`config.mk`:
```
export PLATFORM = sky130hd
export DESIGN_NAME = program_loader
export DESIGN_NICKNAME = d
export VERILOG_FILES = /design/src/rtl/program_loader.sv
export SDC_FILE = /design/constraint.sdc
export NUM_CORES = 1
export LEC_CHECK = 0
export ABC_AREA = 1
export CAP_MARGIN = 10
export CORE_ASPECT_RATIO = 1.4
export CORE_MARGIN = 2
export CORE_UTILIZATION = 33
export DETAILED_ROUTE_END_ITERATION = 12
export DONT_BUFFER_PORTS = 1
export GPL_TIMING_DRIVEN = 0
export RECOVER_POWER = 50
export SETUP_SLACK_MARGIN = 0.5
export SLEW_MARGIN = 20
export SYNTH_ARGS = -nofsm -noshare
export SYNTH_HDL_FRONTEND = slang
export SYNTH_SLANG_ARGS = --single-unit
```
`constraint.sdc`:
```
create_clock -name clk -period 3.85 [get_ports clk]
set_clock_uncertainty 0.05 [all_clocks]
set_input_delay 1.155 -clock clk [delete_from_list [all_inputs] [get_ports clk]]
set_output_delay 1.155 -clock clk [all_outputs]
set_load 0.005 [all_outputs]
```
`src/rtl/program_loader.sv`:
```
// program_loader: boot stage that receives a byte stream (valid/ready),
// assembles little-endian 32-bit instruction words and 64-bit data doublewords,
// writes them through the core's external memory ports, then enables the core.
// Stream: NI[15:0] LE, ND[15:0] LE, NI x 4 instruction bytes, ND x 8 data bytes.
// Optional build macro LOADER_CHECKSUM_EN: a trailing byte C must make the
// mod-256 sum of all stream bytes (header through last data byte) plus C zero.
module program_loader #(
  parameter int unsigned IMEM_WORDS = 512,
  parameter int unsigned DMEM_WORDS = 1024
) (
  input  logic        clk,
  input  logic        arst_n,
  input  logic        soft_clear,
  input  logic        s_valid,
  input  logic [7:0]  s_data,
  output logic        s_ready,
  output logic [63:0] addr_ext,
  output logic        wen_ext,
  output logic        ren_ext,
  output logic [31:0] wdata_ext,
  output logic [63:0] addr_ext_2,
  output logic        wen_ext_2,
  output logic        ren_ext_2,
  output logic [63:0] wdata_ext_2,
  output logic        cpu_enable,
  output logic        done,
  output logic        error
);

  localparam int unsigned CNT_W  = 16;
  localparam int unsigned BCNT_W = 3;
  localparam int unsigned ADDR_W = 64;
  localparam int unsigned HDR_W  = 24;
  localparam int unsigned WREG_W = 56;

`ifdef LOADER_CHECKSUM_EN
  typedef enum logic [2:0] {
    ST_HDR, ST_IMEM, ST_DMEM, ST_FIN, ST_RUN, ST_ERR, ST_CSUM
  } state_t;
`else
  typedef enum logic [2:0] {
    ST_HDR, ST_IMEM, ST_DMEM, ST_FIN, ST_RUN, ST_ERR
  } state_t;
`endif

  state_t              state;
  logic [BCNT_W-1:0]   bcnt;
  logic [CNT_W-1:0]    icnt;
  logic [CNT_W-1:0]    dcnt;
  logic [CNT_W-1:0]    ni;
  logic [CNT_W-1:0]    nd;
  logic [HDR_W-1:0]    hdr;
  logic [WREG_W-1:0]   wreg;
  logic                xfer;
  logic [CNT_W-1:0]    hdr_ni;
  logic [CNT_W-1:0]    hdr_nd;
  logic                hdr_bad;

  // Read strobes are never used by the loader.
  assign ren_ext   = 1'b0;
  assign ren_ext_2 = 1'b0;

  // Byte handshake and header decode as seen on the 4th header byte.
  assign xfer    = s_valid & s_ready;
  assign hdr_ni  = hdr[15:0];
  assign hdr_nd  = {s_data, hdr[23:16]};
  assign hdr_bad = (32'(hdr_ni) > IMEM_WORDS) || (32'(hdr_nd) > DMEM_WORDS);

`ifdef LOADER_CHECKSUM_EN
  logic [7:0] sum;

  // Running mod-256 sum of every header and payload byte.
  always_ff @(posedge clk) begin
    if (!arst_n || soft_clear) begin
      sum <= '0;
    end else if (xfer && (state == ST_HDR || state == ST_IMEM || state == ST_DMEM)) begin
      sum <= sum + s_data;
    end
  end
`endif

  // Load sequencer: header parse, word assembly, write strobes, core enable.
  always_ff @(posedge clk) begin
    if (!arst_n) begin
      state       <= ST_HDR;
      bcnt        <= '0;
      icnt        <= '0;
      dcnt        <= '0;
      ni          <= '0;
      nd          <= '0;
      hdr         <= '0;
      wreg        <= '0;
      s_ready     <= 1'b1;
      addr_ext    <= '0;
      wen_ext     <= 1'b0;
      wdata_ext   <= '0;
      addr_ext_2  <= '0;
      wen_ext_2   <= 1'b0;
      wdata_ext_2 <= '0;
      cpu_enable  <= 1'b0;
      done        <= 1'b0;
      error       <= 1'b0;
    end else if (soft_clear) begin
      // Any concurrent byte is dropped; memory outputs keep their last value.
      state      <= ST_HDR;
      bcnt       <= '0;
      icnt       <= '0;
      dcnt       <= '0;
      s_ready    <= 1'b1;
      wen_ext    <= 1'b0;
      wen_ext_2  <= 1'b0;
      cpu_enable <= 1'b0;
      done       <= 1'b0;
      error      <= 1'b0;
    end else begin
      wen_ext   <= 1'b0;
      wen_ext_2 <= 1'b0;
      case (state)
        ST_HDR: begin
          if (xfer) begin
            hdr <= {s_data, hdr[HDR_W-1:8]};
            if (bcnt == BCNT_W'(3)) begin
              bcnt <= '0;
              ni   <= hdr_ni;
              nd   <= hdr_nd;
              if (hdr_bad) begin
                state   <= ST_ERR;
                s_ready <= 1'b0;
                error   <= 1'b1;
              end else if (hdr_ni != '0) begin
                state <= ST_IMEM;
              end else if (hdr_nd != '0) begin
                state <= ST_DMEM;
              end else begin
                state   <= ST_FIN;
                s_ready <= 1'b0;
              end
            end else begin
              bcnt <= bcnt + BCNT_W'(1);
            end
          end
        end

        ST_IMEM: begin
          if (xfer) begin
            wreg <= {s_data, wreg[WREG_W-1:8]};
            if (bcnt == BCNT_W'(3)) begin
              bcnt      <= '0;
              wen_ext   <= 1'b1;
              addr_ext  <= ADDR_W'({icnt, 2'b00});
              wdata_ext <= {s_data, wreg[WREG_W-1:32]};
              icnt      <= icnt + CNT_W'(1);
              if (icnt + CNT_W'(1) == ni) begin
                if (nd != '0) begin
                  state <= ST_DMEM;
                end else begin
                  state   <= ST_FIN;
                  s_ready <= 1'b0;
                end
              end
            end else begin
              bcnt <= bcnt + BCNT_W'(1);
            end
          end
        end

        ST_DMEM: begin
          if (xfer) begin
            wreg <= {s_data, wreg[WREG_W-1:8]};
            if (bcnt == BCNT_W'(7)) begin
              bcnt        <= '0;
              wen_ext_2   <= 1'b1;
              addr_ext_2  <= ADDR_W'({dcnt, 3'b000});
              wdata_ext_2 <= {s_data, wreg};
              dcnt        <= dcnt + CNT_W'(1);
              if (dcnt + CNT_W'(1) == nd) begin
                state   <= ST_FIN;
                s_ready <= 1'b0;
              end
            end else begin
              bcnt <= bcnt + BCNT_W'(1);
            end
          end
        end

`ifdef LOADER_CHECKSUM_EN
        ST_FIN: begin
          state   <= ST_CSUM;
          s_ready <= 1'b1;
        end

        ST_CSUM: begin
          if (xfer) begin
            s_ready <= 1'b0;
            if (sum + s_data == 8'd0) begin
              state      <= ST_RUN;
              cpu_enable <= 1'b1;
              done       <= 1'b1;
            end else begin
              state <= ST_ERR;
              error <= 1'b1;
            end
          end
        end
`else
        ST_FIN: begin
          state      <= ST_RUN;
          cpu_enable <= 1'b1;
          done       <= 1'b1;
        end
`endif

        ST_RUN: begin
          state <= ST_RUN;
        end

        ST_ERR: begin
          state <= ST_ERR;
        end

        default: begin
          state   <= ST_HDR;
          s_ready <= 1'b1;
        end
      endcase
    end
  end

endmodule
```
==> results of run 1 <==
routing by layer:
metal,GRT usage,part of all wire,up-vias
met5,0,0,-
met4,0.06141,0.023,0
met3,0.04320,0.073,44
met2,0.3622,0.52,362
met1,0.2045,0.38,5027
li1,-,-,5485
cell families (layout without fill, tap and decap cells):
group | count (synthesis) | after routing | synth area share
adder cells (fa/ha/maj) | 7 | 7 | 0.007238
AO/OA/AOI/OAI | 412 | 412 | 0.1734
flip-flops | 283 | 283 | 0.4682
XOR/XNOR | 4 | 4 | 0.002896
AND/OR/NAND/NOR | 652 | 652 | 0.2217
other | 1 | 98 | 0.0003099
buffers and inverters | 305 | 357 | 0.1263
placed cells by master, fill, tap and decap left out, types with 6 or more instances in the layout:
cell type,instances
buf_2,7
nand3b_1,6
nor2_1,364
ha_1,7
buf_4,98
nor4_1,6
clkbuf_16,29
nor2_2,12
conb_1,98
dfxtp_1,283
o21ai_0,274
clkbuf_1,76
nand4_1,20
nand3_1,59
inv_1,122
a21oi_1,123
nand2_1,174
power groups by stage:
stage	Clock (uW)	Sequential, uW	Combinational (uW)
after global routing	3200	2960	267
after detailed placement	0	3020	234
after CTS	3100	2960	234
after global placement	0	3020	233
after floorplan	0	3020	185
final	3030	2960	239
synthesized netlist by cell type, drive strengths merged (2+ instances only):
master,count
o21ai,276
ha,7
xor2,3
o211ai,4
clkbuf,73
inv,125
nand3b,6
nand3,61
nor2,377
o21bai,2
dfxtp,283
nand4,20
nand2,179
nor3,3
nor4,6
a211oi,2
a21oi,123
buf,107
final timing paths:
path           start        endpoint  slack [ns]  cells after the start
max          bcnt[0]    wdata_ext[0]        0.55                     12
min          wreg[1]  wdata_ext_2[1]        0.43                      2
max reg2reg  bcnt[0]    wdata_ext[0]        0.55                     12
min reg2reg  wreg[1]  wdata_ext_2[1]        0.43                      2
worst max-delay path, stage by stage, from the launching register on:
cell and delay (ns):
dfxtp_1 0.36, ha_1 0.22, ha_1 0.20, inv_1 0.09, nor2_1 0.16, inv_1 0.07
nor2_1 0.43, inv_2 0.24, nor2_1 0.27, buf_2 0.33, clkbuf_1 0.49, o21ai_0 0.18
nor2_1 0.12
area by class of cell:
type | count | area share
Inverter | 125 | 0.03336
Sequential cell | 283 | 0.4028
Clock buffer | 36 | 0.05703
Buffer | 180 | 0.07509
Clock inverter | 16 | 0.01584
Tap cell | 467 | 0.04155
Multi-Input combinational cell | 1173 | 0.3743
sequential cells by signal, indices dropped and copies added (netlist names):
| name | cells |
|---|---|
| wdata_ext_2 | 64 |
| wreg | 56 |
| wdata_ext | 32 |
| hdr | 24 |
| addr_ext | 16 |
| addr_ext_2 | 16 |
| dcnt | 16 |
| icnt | 16 |
| nd | 16 |
| ni | 16 |
| bcnt | 3 |
| state | 3 |
| done | 1 |
| error | 1 |
| s_ready | 1 |
| wen_ext | 1 |
| wen_ext_2 | 1 |
stage by stage:
| stage | setup WS, ns | utilization | std cells | hold WS [ns] |
|---|---|---|---|---|
| CTS | 0.7456 | 0.3861 | 2280 | 0.4318 |
| finish | 0.5453 | 0.3858 | 2280 | 0.4313 |
| detailed placement | 0.3951 | 0.3580 | 2228 | 0.4210 |
| global placement | 0.3953 | 0.3580 | 2228 | 0.4035 |
| global route | 0.3455 | 0.3858 | 2280 | 0.4456 |
| floorplan | 1.326 | - | 1761 | 0.3937 |
==> key figures, run 1 <==
Timing
  – Max-slew violation count: 0
  – RSZ-0062 raised after global routing: no
  – Final period util: 0.8584
  – Final hold violation count: 0
  – Slew HR: 0.4667
  – Worst Tran Pin Value: 0.7970 ns
  – TNS Setup: 0 ns
  – Fmax: 302.6 MHz
  – Final Setup Violations: 0
  – Minimum clock period: 3.305 ns

Placement
  – Post-DP Area: about 13000 um^2
  – DPL Wire Length: 28610 um
  – Routability Congestion: just under 0.9
  – # port buffers: 0

Final layout
  – Footprint of the multi-input gates: 5264 um^2
  – Area Overhead vs Synth: 16.22%
  – # fillers: 3826
  – Fraction of layout cells with a size suffix above 1: 0.09928
  – Design area: ~14000 um^2
  – FF+latch area: about 5700 um^2
  – Layout Nets: 1810
  – Ant diodes: 0

Yosys
  – Post-synthesis sequential area ratio: 0.4682
  – Asr flop ratio synth: 0
  – Unique masters post-synth: 34
  – Post-synth top area cell: dfxtp_1
  – YS warnings: 0
  – Top_reg_cell synth: dfxtp_1
  – Post-synth EDFFs: 0
  – Area contributors post-synth: dfxtp_1 (47%), o21ai_0 (11%), nor2_1 (11%), buf_4 (6.1%), nand2_1 (5.4%)
  – Synthesized instance count: ~1.7k
  – Post-synth top area share: 0.4682
  – Syn avg cell area: 7.272 um^2
  – Synthesis-stage register bit count: 283
  – Post-Syn Area: 12100 um^2

Power
  – Design Power: between 6000 and 7000 uW
  – Pwr dens: 443.0 nW/um^2
  – Clock power share: 0.487
  – Internal power: 4851 uW
  – Lkg Pwr: approximately 0.0065 uW
  – Combinational Power Share: 0.038
  – Sw power: ~1400 uW
  – Maximum vdd drop: 0.2859 mV
  – Part of the power in registers: 0.475
  – Switching share of power: 0.2213

Clock network
  – H-tree depth: 1
  – Clock Path Buffers: 3
  – Post-CTS Setup Inserts: 0
  – CTS tree: done
  – Cts bufs inserted: 28
  – Worst-Skew Late Latency: 0.56 ns
  – Clock-pin slew on the worst setup and hold paths: 0.07 ns
  – Clock Tree Root: clkbuf_16
  – Post-CTS sizing: 0
  – Hold_buf cts: 0
  – CTS sink cnt: 283

Routing
  – DRT Pass-1 Iters: 5
  – ANT nets after route: 0
  – Post-route DRC: 0
  – Via-per-instance ratio: 4.789
  – Avg WL per Cell: 16.40 um
  – Wirelength, routed: 37400 um
  – Iteration-0 DRC Markers: between 500 and 600
  – Via count: ~11k

Critical path
  – Startpoint Class: register
  – CP Capture Type: register
  – Critical Path AT: between 3 and 4 ns
  – Worst EP required: 4.29 ns
  – Worst Path Max Fanout: 10
  – Critical path class: reg -> reg

GRT
  – Antenna violations before repair: 0
  – GR Overflow Total: 0
  – Largest net degree at the start of global routing: 16
  – First-pass GRT wire length: just under 60000 um
  – GR Util All Layers: 0.1895
  – Vias in the first global route: about 10k

Floorplanning
  – IO Count: 244
  – Die area: 38240 um^2
  – Row count: 83
  – Chip height: 230.6 um
  – Die Width: approximately 170 um
  – Initial Util: 0.3320
  – Core Region: 36450 um^2

Outcome
  – Run status: finished clean

Worst hold path
  – Hold Path Class: reg -> reg

Run
  – Maxcap violations: 0
(Power assumes the default switching activity.)
==> run 2: changes to the inputs <==
--- a/config.mk
+++ b/config.mk
@@ -6,10 +6,11 @@
 export NUM_CORES = 1
 export LEC_CHECK = 0
 export ABC_AREA = 1
-export CAP_MARGIN = 10
+export CAP_MARGIN = 20
 export CORE_ASPECT_RATIO = 1.4
 export CORE_MARGIN = 2
 export CORE_UTILIZATION = 33
+export CTS_CLUSTER_SIZE = 28
 export DETAILED_ROUTE_END_ITERATION = 12
 export DONT_BUFFER_PORTS = 1
 export GPL_TIMING_DRIVEN = 0
==> results of run 2 <==
Same layout as run 1: the final DEF is identical, and so are final timing and power.
